## src/rtl/uart_cmd_master.sv

```systemverilog
// Host-side initiator: sends opcode + 0..4 payload bytes over UART_TX, then gathers 0..8 response bytes.
// Optional stray-byte detection is enabled with `define UART_CMD_STRAY_DETECT_EN.
module uart_cmd_master #(
  parameter int TIMEOUT_CYCLES = 1_000_000
) (
  input  logic        clk,
  input  logic        rst,
  input  logic        cmd_valid,
  output logic        cmd_ready,
  input  logic [7:0]  cmd_opcode,
  input  logic [31:0] cmd_payload,
  input  logic [2:0]  cmd_tx_len,
  input  logic [3:0]  cmd_rx_len,
  output logic        uart_tx_en,
  output logic [7:0]  uart_tx_data,
  input  logic        uart_tx_ready,
  input  logic [7:0]  uart_rx_data,
  input  logic        uart_rx_data_valid,
  output logic        rsp_valid,
  output logic [63:0] rsp_data,
  output logic [3:0]  rsp_count,
  output logic        rsp_timeout,
  output logic        stray_flag,
  output logic        busy
);
  localparam int CW = (TIMEOUT_CYCLES > 2) ? $clog2(TIMEOUT_CYCLES) : 1;
  // Terminal value is T-2 so the counter lands on T-1 on the same edge that leaves RECV.
  localparam logic [CW-1:0] TO_LAST = CW'(TIMEOUT_CYCLES - 2);

  typedef enum logic [2:0] {IDLE, SEND, WAIT_BUSY, RECV, DONE} state_t;
  state_t state;

  logic [4:0][7:0] tx_bytes;
  logic [7:0][7:0] rsp_bytes;
  logic [7:0]      opcode;
  logic [31:0]     payload;
  logic [2:0]      tx_len;
  logic [2:0]      idx;
  logic [3:0]      rx_len;
  logic [CW-1:0]   tmo_cnt;
  logic            accept;

  assign accept   = cmd_valid & cmd_ready;
  assign tx_bytes = {payload, opcode};
  assign rsp_data = rsp_bytes;
  assign busy     = (state != IDLE);

  always_ff @(posedge clk or negedge rst) begin
    if (!rst) begin
      state        <= IDLE;
      cmd_ready    <= 1'b1;
      uart_tx_en   <= 1'b0;
      uart_tx_data <= 8'h00;
      rsp_valid    <= 1'b0;
      rsp_bytes    <= '0;
      rsp_count    <= 4'd0;
      rsp_timeout  <= 1'b0;
      opcode       <= 8'h00;
      payload      <= 32'h0;
      tx_len       <= 3'd0;
      rx_len       <= 4'd0;
      idx          <= 3'd0;
      tmo_cnt      <= '0;
    end else begin
      uart_tx_en <= 1'b0;
      rsp_valid  <= 1'b0;
      case (state)
        IDLE: begin
          // cmd_ready is held low through the rsp_valid cycle and rises one cycle later.
          cmd_ready <= 1'b1;
          if (accept) begin
            opcode      <= cmd_opcode;
            payload     <= cmd_payload;
            tx_len      <= (cmd_tx_len > 3'd4) ? 3'd4 : cmd_tx_len;
            rx_len      <= (cmd_rx_len > 4'd8) ? 4'd8 : cmd_rx_len;
            idx         <= 3'd0;
            rsp_bytes   <= '0;
            rsp_count   <= 4'd0;
            rsp_timeout <= 1'b0;
            cmd_ready   <= 1'b0;
            state       <= SEND;
          end
        end
        SEND: begin
          if (uart_tx_ready) begin
            uart_tx_data <= tx_bytes[idx];
            uart_tx_en   <= 1'b1;
            state        <= WAIT_BUSY;
          end
        end
        WAIT_BUSY: begin
          if (!uart_tx_ready) begin
            idx <= idx + 3'd1;
            if (idx < tx_len) begin
              state <= SEND;
            end else if (rx_len != 4'd0) begin
              tmo_cnt <= '0;
              state   <= RECV;
            end else begin
              state <= DONE;
            end
          end
        end
        RECV: begin
          if (uart_rx_data_valid) begin
            rsp_bytes[rsp_count[2:0]] <= uart_rx_data;
            rsp_count <= rsp_count + 4'd1;
            tmo_cnt   <= '0;
            if ((rsp_count + 4'd1) == rx_len) state <= DONE;
          end else begin
            tmo_cnt <= tmo_cnt + 1'b1;
            if (tmo_cnt == TO_LAST) begin
              rsp_timeout <= 1'b1;
              state       <= DONE;
            end
          end
        end
        DONE: begin
          rsp_valid <= 1'b1;
          state     <= IDLE;
        end
        default: state <= IDLE;
      endcase
    end
  end

`ifdef UART_CMD_STRAY_DETECT_EN
  logic stray_set;
  assign stray_set = uart_rx_data_valid & (state != RECV);

  always_ff @(posedge clk or negedge rst) begin
    if (!rst)           stray_flag <= 1'b0;
    else if (stray_set) stray_flag <= 1'b1;
    else if (accept)    stray_flag <= 1'b0;
  end
`else
  assign stray_flag = 1'b0;
`endif

endmodule
```

## config.mk

```make
export PLATFORM = sky130hd
export DESIGN_NAME = uart_cmd_master
export DESIGN_NICKNAME = d
export VERILOG_FILES = /design/src/rtl/uart_cmd_master.sv
export SDC_FILE = /design/constraint.sdc
export NUM_CORES = 1
export LEC_CHECK = 0
export BUFFER_PORTS_ARGS = -buffer_cell sky130_fd_sc_hd__buf_2
export CORE_ASPECT_RATIO = 1.5
export CORE_MARGIN = 8
export CORE_UTILIZATION = 51
export DETAILED_ROUTE_END_ITERATION = 16
export PLACE_DENSITY = 0.81
export RECOVER_POWER = 25
export SYNTH_ARGS = -nofsm -noshare
export SYNTH_HDL_FRONTEND = slang
export SYNTH_SLANG_ARGS = --single-unit
export TNS_END_PERCENT = 100
```

## constraint.sdc

```tcl
create_clock -name clk -period 4.4 [get_ports clk]
set_input_delay 0 -clock clk [delete_from_list [all_inputs] [get_ports clk]]
set_output_delay 0 -clock clk [all_outputs]
set_load 0.02 [all_outputs]
```

==> results of run 1 <==
layer usage:
layer / vias to the layer above / track usage [%]
met2: 303 / 40.0
met1: 2863 / 27.4
met4: 0 / 8.33
li1: 2641 / -
met3: 34 / 6.58
met5: - / 0
power by group through the flow:
stage	Sequential, mW	Clock (mW)	Combinational, mW
finish	2.08	1.53	1.67
global route	2.12	1.61	1.85
CTS	2.07	1.54	1.69
detailed placement	2.09	0	1.64
global placement	2.06	0	1.57
floorplan	2.12	0	1.08
layout by cell type, fill, tap and decap left out, types with 21 or more instances in the layout:
| cell | instances |
|---|---|
| sky130_fd_sc_hd__a21oi_1 | 23 |
| sky130_fd_sc_hd__o21ai_0 | 21 |
| sky130_fd_sc_hd__buf_2 | 73 |
| sky130_fd_sc_hd__nand2_1 | 162 |
| sky130_fd_sc_hd__a22o_1 | 30 |
| sky130_fd_sc_hd__dlygate4sd3_1 | 53 |
| sky130_fd_sc_hd__o2bb2ai_1 | 36 |
| sky130_fd_sc_hd__clkbuf_1 | 66 |
| sky130_fd_sc_hd__nor2_1 | 21 |
| sky130_fd_sc_hd__dfrtp_1 | 152 |
kinds of logic after synthesis:
kind of cell	synth area share [%]
other	0.0561
buffers and inverters	2.58
AO/OA/AOI/OAI	15.7
flip-flops	57.3
adder cells (fa/ha/maj)	1.12
AND/OR/NAND/NOR	19.1
multiplexers	3.24
XOR/XNOR	0.917
worst max-delay path by stage:
stage / start / end / slack [ns]
3_5_place_dp: state[1]$_DFFE_PN0P_ / rsp_data[40]$_DFFE_PN0P_ / 1.83
5_1_grt: rst / state[1]$_DFFE_PN0P_ / 1.17
4_1_cts: state[1]$_DFFE_PN0P_ / rsp_data[48]$_DFFE_PN0P_ / 1.83
3_3_place_gp: state[1]$_DFFE_PN0P_ / rsp_data[32]$_DFFE_PN0P_ / 1.97
2_1_floorplan: rsp_count[0]$_DFFE_PN0P_ / rsp_data[15]$_DFFE_PN0P_ / 2.42
6_report: rst / state[2]$_DFFE_PN0P_ / 1.73
sequential cells by signal, indices dropped and copies added (netlist names):
signal and count:
rsp_count 4, state 3, rsp_valid 1, payload 32, uart_tx_en 1, rx_len 4, rsp_data 64, opcode 8
tmo_cnt 20, tx_len 3, cmd_ready 1, rsp_timeout 1, idx 3, uart_tx_data 8
per-stage QoR:
step | instances | setup WS (ns) | hold slack [ns]
2_1_floorplan | 633 | 2.42 | -0.296
3_3_place_gp | 904 | 1.97 | 0.160
3_5_place_dp | 904 | 1.83 | 0.182
4_1_cts | 989 | 1.83 | 0.0191
5_1_grt | 989 | 1.17 | 0.0384
6_report | 989 | 1.73 | 0.0287
worst reg2reg max path, stage by stage, from the launching register on:
cell and delay [ns]:
sky130_fd_sc_hd__dfrtp_1 0.58, sky130_fd_sc_hd__and3b_1 0.68, sky130_fd_sc_hd__nand2_1 0.26, sky130_fd_sc_hd__nand2_1 0.35, sky130_fd_sc_hd__nand3_1 0.41, sky130_fd_sc_hd__o2bb2ai_1 0.29
cell type report:
type                            instances  area, µm²
Tap cell                              159        199
Fill cell                             941       4320
Clock buffer                           18        439
Clock inverter                         14        184
Multi-Input combinational cell        438       2700
Inverter                               10       37.5
Timing Repair Buffer                  197       1180
Sequential cell                       153       3830
==> impl_results.md, run 1 <==
- Result of the run: complete, but fails checks
- Failing checks: max-capacitance violations, max-slew violations
- Via count of the first global-routing pass: around 6000
- Top post-synthesis cells by area: sky130_fd_sc_hd__dfrtp_1 57%, sky130_fd_sc_hd__nand2_1 9.1%, sky130_fd_sc_hd__o2bb2ai_1 4.7%
- Initial Util: 51.8%
- DR DRC count: 0
- Startpoint of the tightest hold check path: uart_rx_data[3]
- Count of inserted antenna diode cells: 0
- Largest vdd supply drop: around 0.00038 V
- Clock group share of total power: just under 30%
- I/O pin cnt: 142
- Number of synthesized flops with an enable pin: 0
- Buffer and inverter count on the worst path: 3
- Worst slew pin tran: 2.51 ns
- Crit end category: asynchronous set/reset pin
- Total of endpoints with negative setup slack in the final report: 0
- Hold EP: rsp_data[43]$_DFFE_PN0P_
- Highest metal layer with signal wires: met4
- RSZ-0062 raised after global routing: no
- Max-slew violations: 104
- Count of synthesis-stage warnings from yosys: 0
- Worst hold path stage count: 3
- Chip Width: 109 µm
- Critical path's top delay family: buffers and inverters
- Number of instances resized during post-cts repair: 0
- Slew margin rel.: -67.0%
- Number of cells traversed by the worst register-to-register path: 5
- Net Sw Power: 2.02 mW
- Mean number of vias per cell: slightly below 6
- Final cell area excluding filler cells: 8570 µm²
- Core utilization of the finished layout: 66.5%
- Most common library cells after synthesis: 162 x sky130_fd_sc_hd__nand2_1, 152 x sky130_fd_sc_hd__dfrtp_1, 36 x sky130_fd_sc_hd__o2bb2ai_1, 30 x sky130_fd_sc_hd__a22o_1, 23 x sky130_fd_sc_hd__a21oi_1
- R2r setup slk: 1.76 ns
- Maximum number of pins on one net before global-route repair: 104
- Layout cells sized above 1: 16.0%
- Switching part of the total power: 38.2%
- Capturing point of the worst reg2reg path: rsp_data[40]$_DFFE_PN0P_
- Data arrival time of the worst path: 3.17 ns
- DP Wirelength: 12900 µm
- Dominant cell type by area after synthesis: sky130_fd_sc_hd__dfrtp_1
- Max Clk Rate: 374 MHz
- Number of unique standard cell types used by synthesis: 57
- Number of antenna violations at the first check in global routing: 0
- Remaining Overflow, GRT: 0
- Dominant synthesized flop cell: sky130_fd_sc_hd__dfrtp_1
- Post-synthesis instance total: roughly 630
- Instance count on the critical path: 3
- Sequential cell fraction of total power: 39.5%
- Part of the cycle the worst path needs: 60.7%
- Most numerous cell in the Yosys netlist: sky130_fd_sc_hd__nand2_1
- Routed wl met2: 10200 µm
- Met3 routed WL: 1650 µm
- Delay of the slowest cell on the worst path: roughly 1.8 ns
- Static power due to leakage: 4.02 nW
- Total power: 5.28 mW
- Number of setup buffers added after CTS: 0
- Weighted congestion at the end of routability-driven global placement: 0.894
- Total negative setup slack: 0 ns
- Synth Area per Inst: 10.6 µm²
- Root buffer selected by CTS: sky130_fd_sc_hd__clkbuf_16
- Clk pin slew, worst setup/hold paths: about 0.070 ns
- Worst clock skew: 0.0117 ns
- Critical path startpoint category: input pin
- Share of the synthesized area in the top cell type: 56.9%
- Core area: 12900 µm²
- Die height: 156 µm
- Share of flip-flops with an asynchronous set or reset: 100%
- Power per cell area: 616 nW/µm²
- Flop and latch count out of synthesis: 153
- Final hold vios: 0
- Initial DRC Count: 490
- Num Clock Sinks: 153
- Post-synthesis instance area: 6680 µm²
- Post-synthesis to final-layout area growth: 28.3%
- Worst-path fanout max: 103
- Worst R2R Start: state[1]$_DFFE_PN0P_
- Wire length the detailed router placed on met1: 7230 µm
- Total Wirelength: 19500 µm
- Clock buffers created by TritonCTS: 17
- Post-synthesis net count: 699
- Slowest cell on crit path: sky130_fd_sc_hd__clkbuf_2
- Count of antenna-violating nets left after detailed routing: 0
- Routed WL per cell: ~20 µm
- Total vias in the final route: ~5800
- Area of placed instances: 7510 µm²
- WS Path Type: in2async
- Time the final worst path needs with I/O delays and setup: 2.67 ns
- Count of standard-cell rows: 51
- First-pass GRT wire length: 31400 µm
- Total routing resource utilization after global routing: a little under a quarter
- Req. time, crit path: around 5 ns
- Clock latency of the later-clocked register in the worst-skew pair: 0.43 ns
- Die area: 17100 µm²
- Hold buffer count at cts: 53
- Count of buffers inserted at the top-level ports: 140
- Number of max-cap violations: 1
- CTS Buffer Depth: 2
- Count of H-tree levels built during CTS: 4
- First-pass iteration count of the detailed router: 8
- CTS tree: done
- Nets@finish: 883
- Worst min-delay path class: in2reg
- Gate power share: 31.6%
- Share of synthesized area occupied by flip-flops and latches: a little under three fifths
- Cell breakdown of the critical path: dlygate4sd3_1, clkbuf_2, buf_4
- Internal cell power: 3.27 mW
No activity file was read; power rests on OpenSTA's default activity.
==> inputs of run 2 (changes only) <==
Settings changed: CORE_UTILIZATION 51 to 49, PLACE_DENSITY 0.81 to 0.82.
Clock period 4.4 ns to 2.2 ns, I/O delays scaled along.
==> run 2 against run 1 <==
The flow now finishes without violations. Worst hold slack worse by 0.028 ns. Utilization shrank 0.21 points. Critical path depth increased by 2. Die area increased by 3.6%. Power grew 100%. Critical path type is now reg2reg. Setup slack worse by 1.7 ns. Sequential cell count did not move.
==> impl_results.md, run 2 (same netlist as run 1, synthesis figures left out) <==
- Count of standard-cell rows: 52 (was 51)
- Slowest cell on crit path: sky130_fd_sc_hd__or4b_4 (was sky130_fd_sc_hd__clkbuf_2)
- Number of antenna violations at the first check in global routing: 2 (was 0)
- Root buffer selected by CTS: sky130_fd_sc_hd__clkbuf_16 (unchanged)
- Via count of the first global-routing pass: 6175 (was 6028)
- CTS tree: done (unchanged)
- Static power due to leakage: 4.40 nW (was 4.02 nW)
- Count of buffers inserted at the top-level ports: 140 (unchanged)
- DP Wirelength: 12200 µm (was 12900 µm)
- Weighted congestion at the end of routability-driven global placement: 0.859 (was 0.894)
- Multi-input gate area: 2730 µm² (was 2700 µm²)
- CTS Buffer Depth: 2 (unchanged)
- Core area: 13400 µm² (was 12900 µm²)
- Slew margin rel.: 21.7% (was -67.0%)
- Worst Hold Margin: 0.000358 ns (was 0.0287 ns)
- Worst R2R Start: tmo_cnt[11]$_DFFE_PN0P_ (was state[1]$_DFFE_PN0P_)
- Die height: 159 µm (was 156 µm)
- Internal cell power: 6.76 mW (was 3.27 mW)
- Leading cell type in the layout, fill and taps excluded: sky130_fd_sc_hd__nand2_1 (unchanged)
- Clock latency of the later-clocked register in the worst-skew pair: 0.41 ns (was 0.43 ns)
- Worst slew pin tran: 1.18 ns (was 2.51 ns)
- Clk pin slew, worst setup/hold paths: 0.06 ns (was 0.07 ns)
- Total routing resource utilization after global routing: 21.7% (was 23.5%)
- Number of flip-flops under the largest register name: 64 (unchanged)
- Critical path startpoint category: register (was input pin)
- Routed WL per cell: 18.7 µm (was 19.7 µm)
- Critical Path Sink: state[1]$_DFFE_PN0P_ (was state[2]$_DFFE_PN0P_)
- Die area: 17700 µm² (was 17100 µm²)
- Worst clock skew: 0.00864 ns (was 0.0117 ns)
- Initial Util: 49.9% (was 51.8%)
- Part of the cycle the worst path needs: a little over nine tenths
- Count of antenna-violating nets left after detailed routing: 0 (unchanged)
- Crit end category: register (was asynchronous set/reset pin)
- Capturing point of the worst reg2reg path: state[1]$_DFFE_PN0P_ (was rsp_data[40]$_DFFE_PN0P_)
- Worst min-delay path class: in2reg (unchanged)
- Area of all sequential standard cells: 3830 µm² (unchanged)
- Count of H-tree levels built during CTS: 4 (unchanged)
- Remaining Overflow, GRT: 0 (unchanged)
- Switching part of the total power: 36.7% (was 38.2%)
- Clock group share of total power: 26.9% (was 28.9%)
- Number of max-cap violations: 0 (was 1)
- Net Sw Power: 3.92 mW (was 2.02 mW)
- Chip Width: 111 µm (was 109 µm)
- Time the final worst path needs with I/O delays and setup: 2.13 ns
- Data arrival time of the worst path: 2.42 ns (was 3.17 ns)
- Mean number of vias per cell: 5.71 (was 5.91)
- Cell breakdown of the critical path: or4b_4, nor3_4, a31oi_1, or3_4, a221o_1 (was dlygate4sd3_1, clkbuf_2, buf_4)
- Power per cell area: 1200 nW/µm² (was 616 nW/µm²)
- Total negative setup slack: 0 ns (unchanged)
- Largest vdd supply drop: 0.000728 V (was 0.000383 V)
- Worst-path fanout max: 7 (was 103)
- Final hold vios: 0 (unchanged)
- First-pass GRT wire length: 31500 µm (was 31400 µm)
- I/O pin cnt: 142 (unchanged)
- Origin of the worst setup path: tmo_cnt[11]$_DFFE_PN0P_ (was rst)
- R2r setup slk: 0.07 ns (was 1.76 ns)
- WS Path Type: reg2reg (was in2async)
- Total of endpoints with negative setup slack in the final report: 0 (unchanged)
- Maximum number of pins on one net before global-route repair: 58 (was 104)
- Place WS: 0.0737 ns (was 1.83 ns)
- Crit path setup slack, layout: 0.0672 ns (was 1.73 ns)
- Nets@finish: 910 (was 883)
- Most frequent cells in the layout: 161 x sky130_fd_sc_hd__nand2_1, 152 x sky130_fd_sc_hd__dfrtp_1, 139 x sky130_fd_sc_hd__buf_2 (was 162 x sky130_fd_sc_hd__nand2_1, 152 x sky130_fd_sc_hd__dfrtp_1, 73 x sky130_fd_sc_hd__buf_2)
- First-pass iteration count of the detailed router: 5 (was 8)
- Gate power share: 35.8% (was 31.6%)
- Req. time, crit path: 2.49 ns (was 4.89 ns)
- Max-slew violations: 0 (was 104)
- Initial DRC Count: 309 (was 490)
- Layout fillers: 995 (was 941)
- Layout cells sized above 1: 26.6% (was 16.0%)
- RSZ-0062 raised after global routing: no (unchanged)
- Number of cells traversed by the worst register-to-register path: 5 (unchanged)
- Total vias in the final route: 5821 (was 5841)
- Clock buffers created by TritonCTS: 17 (unchanged)
- Placed cells: 932 (was 904)
- Post-synthesis to final-layout area growth: 32.9% (was 28.3%)
- Result of the run: completed (was complete, but fails checks)
- Total Wirelength: 19100 µm (was 19500 µm)
- Filler-free cell count of the finished design: 1020 (was 989)
- Num Clock Sinks: 153 (unchanged)
- Sequential cell fraction of total power: 37.4% (was 39.5%)
- DR DRC count: 0 (unchanged)
- Max Clk Rate: about 470 MHz
- Delay of the slowest cell on the worst path: 0.57 ns (was 1.75 ns)
-- run 2: per-stage QoR --
stage | util (%) | cell area, µm² | total power, mW
4_1_cts | 66.2 | 8870 | 10.6
2_1_floorplan | - | 6680 | 6.39
3_3_place_gp | 57.7 | 7730 | 7.52
6_report | 66.3 | 8880 | 10.7
3_5_place_dp | 57.7 | 7730 | 7.63
5_1_grt | 66.3 | 8880 | 11.3
-- run 2: routing by layer --
layer  share of wire (%)  GRT usage, %  wire length (µm)
met3                 6.4          6.26              1230
met5               0.068             0                13
met4                 2.7          8.70               515
met1                  39          23.5              7360
met2                  52          38.5              9980
-- run 2: repair_timing --
item	CTS	global route
setup endpoints to repair	0	12
gates resized for setup	0	6
buffers inserted	0	0
hold endpoints to repair	207	0
hold buffers	55	0
-- run 2: worst max-delay path, delay by kind of cell, from the launching register on --
| family | cells | cell delay (ns) |
|---|---|---|
| compound gates | 2 | 0.41 |
| flops | 1 | 0.44 |
| simple gates | 3 | 1.16 |
-- run 2: worst min path at each step --
stage                         start                        to  slack [ns]  depth (start not counted)
detailed placement              rst  rsp_data[12]$_DFFE_PN0P_       -0.04                          1
global placement                rst  rsp_data[12]$_DFFE_PN0P_       -0.04                          1
CTS                 uart_rx_data[7]  rsp_data[63]$_DFFE_PN0P_       0.003                          3
global route        uart_rx_data[0]  rsp_data[40]$_DFFE_PN0P_       0.007                          3
finish              uart_rx_data[0]  rsp_data[16]$_DFFE_PN0P_      0.0004                          3
floorplan                       rst        idx[0]$_DFFE_PN0P_       -0.30                          0
-- run 2: layout make-up --
cell class / instances / area share (%)
clock buffer: 19 / 4.99
clock inverter: 13 / 1.63
tap: 162 / 2.28
inverter: 10 / 0.423
sequential: 153 / 43.1
timing repair buffer: 224 / 16.8
multi-input combinational: 438 / 30.7
antenna: 1 / 0.0282
-- run 2: power groups by stage --
stage | clock [mW] | sequential, mW | combinational (mW)
after floorplan | 0 | 4.23 | 2.16
after global placement | 0 | 3.97 | 3.55
after detailed placement | 0 | 4.00 | 3.63
after CTS | 2.92 | 3.96 | 3.76
after global routing | 3.02 | 4.07 | 4.22
final | 2.87 | 4.00 | 3.82
==> inputs of run 3 (changes only) <==
Settings changed: CORE_ASPECT_RATIO 1.5 to 0.7.
==> run 3 against run 2 <==
Die area down 0.10%. Clock skew about the same. The run now ends with max-capacitance violations, max-slew violations left. Highest routed layer is now met4. Setup slack worse by 0.049 ns. Maximum frequency down 2.2%. Critical path type unchanged. Count of clock-buffer cells in the layout unchanged. Register-to-register slack worse by 0.05 ns.
==> impl_results.md, run 3 (same netlist as run 1, synthesis figures left out) <==
- Largest vdd supply drop: 0.000806 V (was 0.000728 V)
- Req. time, crit path: 2.50 ns (was 2.49 ns)
- First-pass iteration count of the detailed router: 5 (unchanged)
- Num Clock Sinks: 153 (unchanged)
- Clk pin slew, worst setup/hold paths: 0.07 ns (was 0.06 ns)
- Final hold vios: 0 (unchanged)
- Most frequent cells in the layout: 161 x sky130_fd_sc_hd__nand2_1, 152 x sky130_fd_sc_hd__dfrtp_1, 139 x sky130_fd_sc_hd__buf_2 (unchanged)
- Crit end category: register (unchanged)
- Core area: 13200 µm² (was 13400 µm²)
- Root buffer selected by CTS: sky130_fd_sc_hd__clkbuf_16 (unchanged)
- Max-slew violations: 35 (was 0)
- Count of antenna-violating nets left after detailed routing: 0 (unchanged)
- Number of flip-flops under the largest register name: 64 (unchanged)
- Worst R2R Start: tmo_cnt[10]$_DFFE_PN0P_ (was tmo_cnt[11]$_DFFE_PN0P_)
- Total vias in the final route: 5809 (was 5821)
- Total power: 10.6 mW (was 10.7 mW)
- Total Wirelength: 18900 µm (was 19100 µm)
- Worst hold path stage count: 3 (unchanged)
- Cell breakdown of the critical path: or4b_1, nor3_2, a31oi_1, or3_4, mux2_4 (was or4b_4, nor3_4, a31oi_1, or3_4, a221o_1)
- Maximum number of pins on one net before global-route repair: 62 (was 58)
- Remaining Overflow, GRT: 0 (unchanged)
- Count of H-tree levels built during CTS: 4 (unchanged)
- Total of endpoints with negative setup slack in the final report: 0 (unchanged)
- CTS tree: done (unchanged)
- Mean number of vias per cell: 5.53 (was 5.71)
- Slew margin rel.: -0.0191% (was 21.7%)
- Post-synthesis to final-layout area growth: 33.9% (was 32.9%)
- Buffer and inverter count on the worst path: 0 (unchanged)
- Slowest cell on crit path: sky130_fd_sc_hd__or4b_1 (was sky130_fd_sc_hd__or4b_4)
- WS Path Type: reg2reg (unchanged)
- Die area: 17700 µm² (about the same)
- Nets@finish: 918 (was 910)
- DP Wirelength: 12500 µm (was 12200 µm)
- Chip Width: 156 µm (was 111 µm)
- Critical path's top delay family: simple AND/OR/NAND/NOR gates (unchanged)
- Failing checks: max-capacitance violations, max-slew violations
- Count of buffers inserted at the top-level ports: 140 (unchanged)
- Die height: 114 µm (was 159 µm)
- DR DRC count: 0 (unchanged)
- Via count of the first global-routing pass: 5739 (was 6175)
- Hold EP: rsp_data[42]$_DFFE_PN0P_ (was rsp_data[16]$_DFFE_PN0P_)
- Total routing resource utilization after global routing: 21.6% (was 21.7%)
- Data arrival time of the worst path: 2.49 ns (was 2.42 ns)
- Power per cell area: 1190 nW/µm² (was 1200 nW/µm²)
- CTS Buffer Depth: 2 (unchanged)
- First-pass GRT wire length: 30200 µm (was 31500 µm)
- Filler-free cell count of the finished design: 1051 (was 1020)
- Number of max-cap violations: 1 (was 0)
- Static power due to leakage: 4.44 nW (was 4.40 nW)
- Count of standard-cell rows: 35 (was 52)
- Initial Util: 50.5% (was 49.9%)
- Routed WL per cell: 17.9 µm (was 18.7 µm)
- Worst-path fanout max: 4 (was 7)
- Initial DRC Count: 472 (was 309)
- Clock latency of the later-clocked register in the worst-skew pair: 0.42 ns (was 0.41 ns)
- Worst slew pin tran: 1.50 ns (was 1.18 ns)
- Delay of the slowest cell on the worst path: 0.53 ns (was 0.57 ns)
- Worst min-delay path class: in2reg (unchanged)
- Layout cells sized above 1: 27.1% (was 26.6%)
- Number of antenna violations at the first check in global routing: 1 (was 2)
- Critical path startpoint category: register (unchanged)
- Max Clk Rate: 458 MHz (was 469 MHz)
- Leading cell type in the layout, fill and taps excluded: sky130_fd_sc_hd__nand2_1 (unchanged)
- I/O pin cnt: 142 (unchanged)
- Number of cells traversed by the worst register-to-register path: 5 (unchanged)
- Capturing point of the worst reg2reg path: state[0]$_DFFE_PN0P_ (was state[1]$_DFFE_PN0P_)
- R2r setup slk: 0.02 ns (was 0.07 ns)
- Time the final worst path needs with I/O delays and setup: 2.18 ns (was 2.13 ns)
- Result of the run: complete, but fails checks (was completed)
- Part of the cycle the worst path needs: 99.2% (was 96.9%)
- Placed cells: 959 (was 932)
- Origin of the worst setup path: tmo_cnt[10]$_DFFE_PN0P_ (was tmo_cnt[11]$_DFFE_PN0P_)
- Clock buffers created by TritonCTS: 17 (unchanged)
- Worst clock skew: 0.00876 ns (was 0.00864 ns)
- Startpoint of the tightest hold check path: uart_rx_data[2] (was uart_rx_data[0])
- Weighted congestion at the end of routability-driven global placement: 0.838 (was 0.859)
-- run 3: changes by cell type in the layout (fill, tap and decap cells not counted), moves of 2 or more --
cell | before | now
sky130_fd_sc_hd__clkinv_4 | 4 | 2
sky130_fd_sc_hd__clkinv_2 | 2 | 0
sky130_fd_sc_hd__inv_6 | 2 | 5
sky130_fd_sc_hd__buf_4 | 26 | 34
-- run 3: how the worst max path moves through the flow --
stage | endpoint | slack, ns | depth (start not counted)
after floorplan | rsp_data[15]$_DFFE_PN0P_ | 0.22 | 4
after global placement | state[0]$_DFFE_PN0P_ | 0.17 | 5
after detailed placement | tmo_cnt[19]$_DFFE_PN0P_ | 0.11 | 7
after CTS | state[0]$_DFFE_PN0P_ | 0.09 | 5
after global routing | state[0]$_DFFE_PN0P_ | -0.02 | 5
final | state[0]$_DFFE_PN0P_ | 0.02 | 5
-- run 3: area by class of cell --
cell class	count	area, µm²
Clock inverter	13	133
Multi-Input combinational cell	438	2710
Timing Repair Buffer	232	1550
Clock buffer	19	453
Tap cell	185	231
Fill cell	986	4280
Antenna cell	1	2.50
Inverter	10	37.5
Sequential cell	153	3830
-- run 3: repair_timing --
action | CTS | global route
resized for setup | 0 | 2
endpoints found under the setup margin | 0 | 13
hold buffers | 55 | 0
setup buffers | 0 | 4
hold endpoints to repair | 166 | 0
-- run 3: metal layers --
layer	global-route usage [%]	wire length [µm]
met1	27.8	8200
met2	33.4	8680
met3	7.74	1650
met4	7.60	338
met5	0	0
-- run 3: power by group --
part / total, mW / internal (mW) / switching [mW]
registers: 3.99 / 3.54 / 0.452
logic: 3.78 / 1.49 / 2.29
clock network: 2.86 / 1.64 / 1.21
total: 10.6 / 6.68 / 3.95
-- run 3: stage by stage --
step | util (%) | cell area (µm²) | setup slack [ns] | setup TNS (ns) | hold slack, ns
final | 67.7 | 8950 | 0.0184 | 0 | 0.0326
after global routing | 67.7 | 8950 | -0.0161 | -0.0282 | 0.0320
after CTS | 67.4 | 8920 | 0.0896 | 0 | 0.00390
after detailed placement | 58.8 | 7780 | 0.109 | 0 | 0.0114
after global placement | 58.8 | 7780 | 0.170 | 0 | 0.00789
after floorplan | - | 6680 | 0.223 | 0 | -0.296
-- run 3: tightest hold or removal path: cells and delay by family --
kind / cells / cell delay, ns
AND/OR/NAND/NOR: 1 / 0.22
buffers and inverters: 1 / 0.11
AO/OA/AOI/OAI: 1 / 0.09
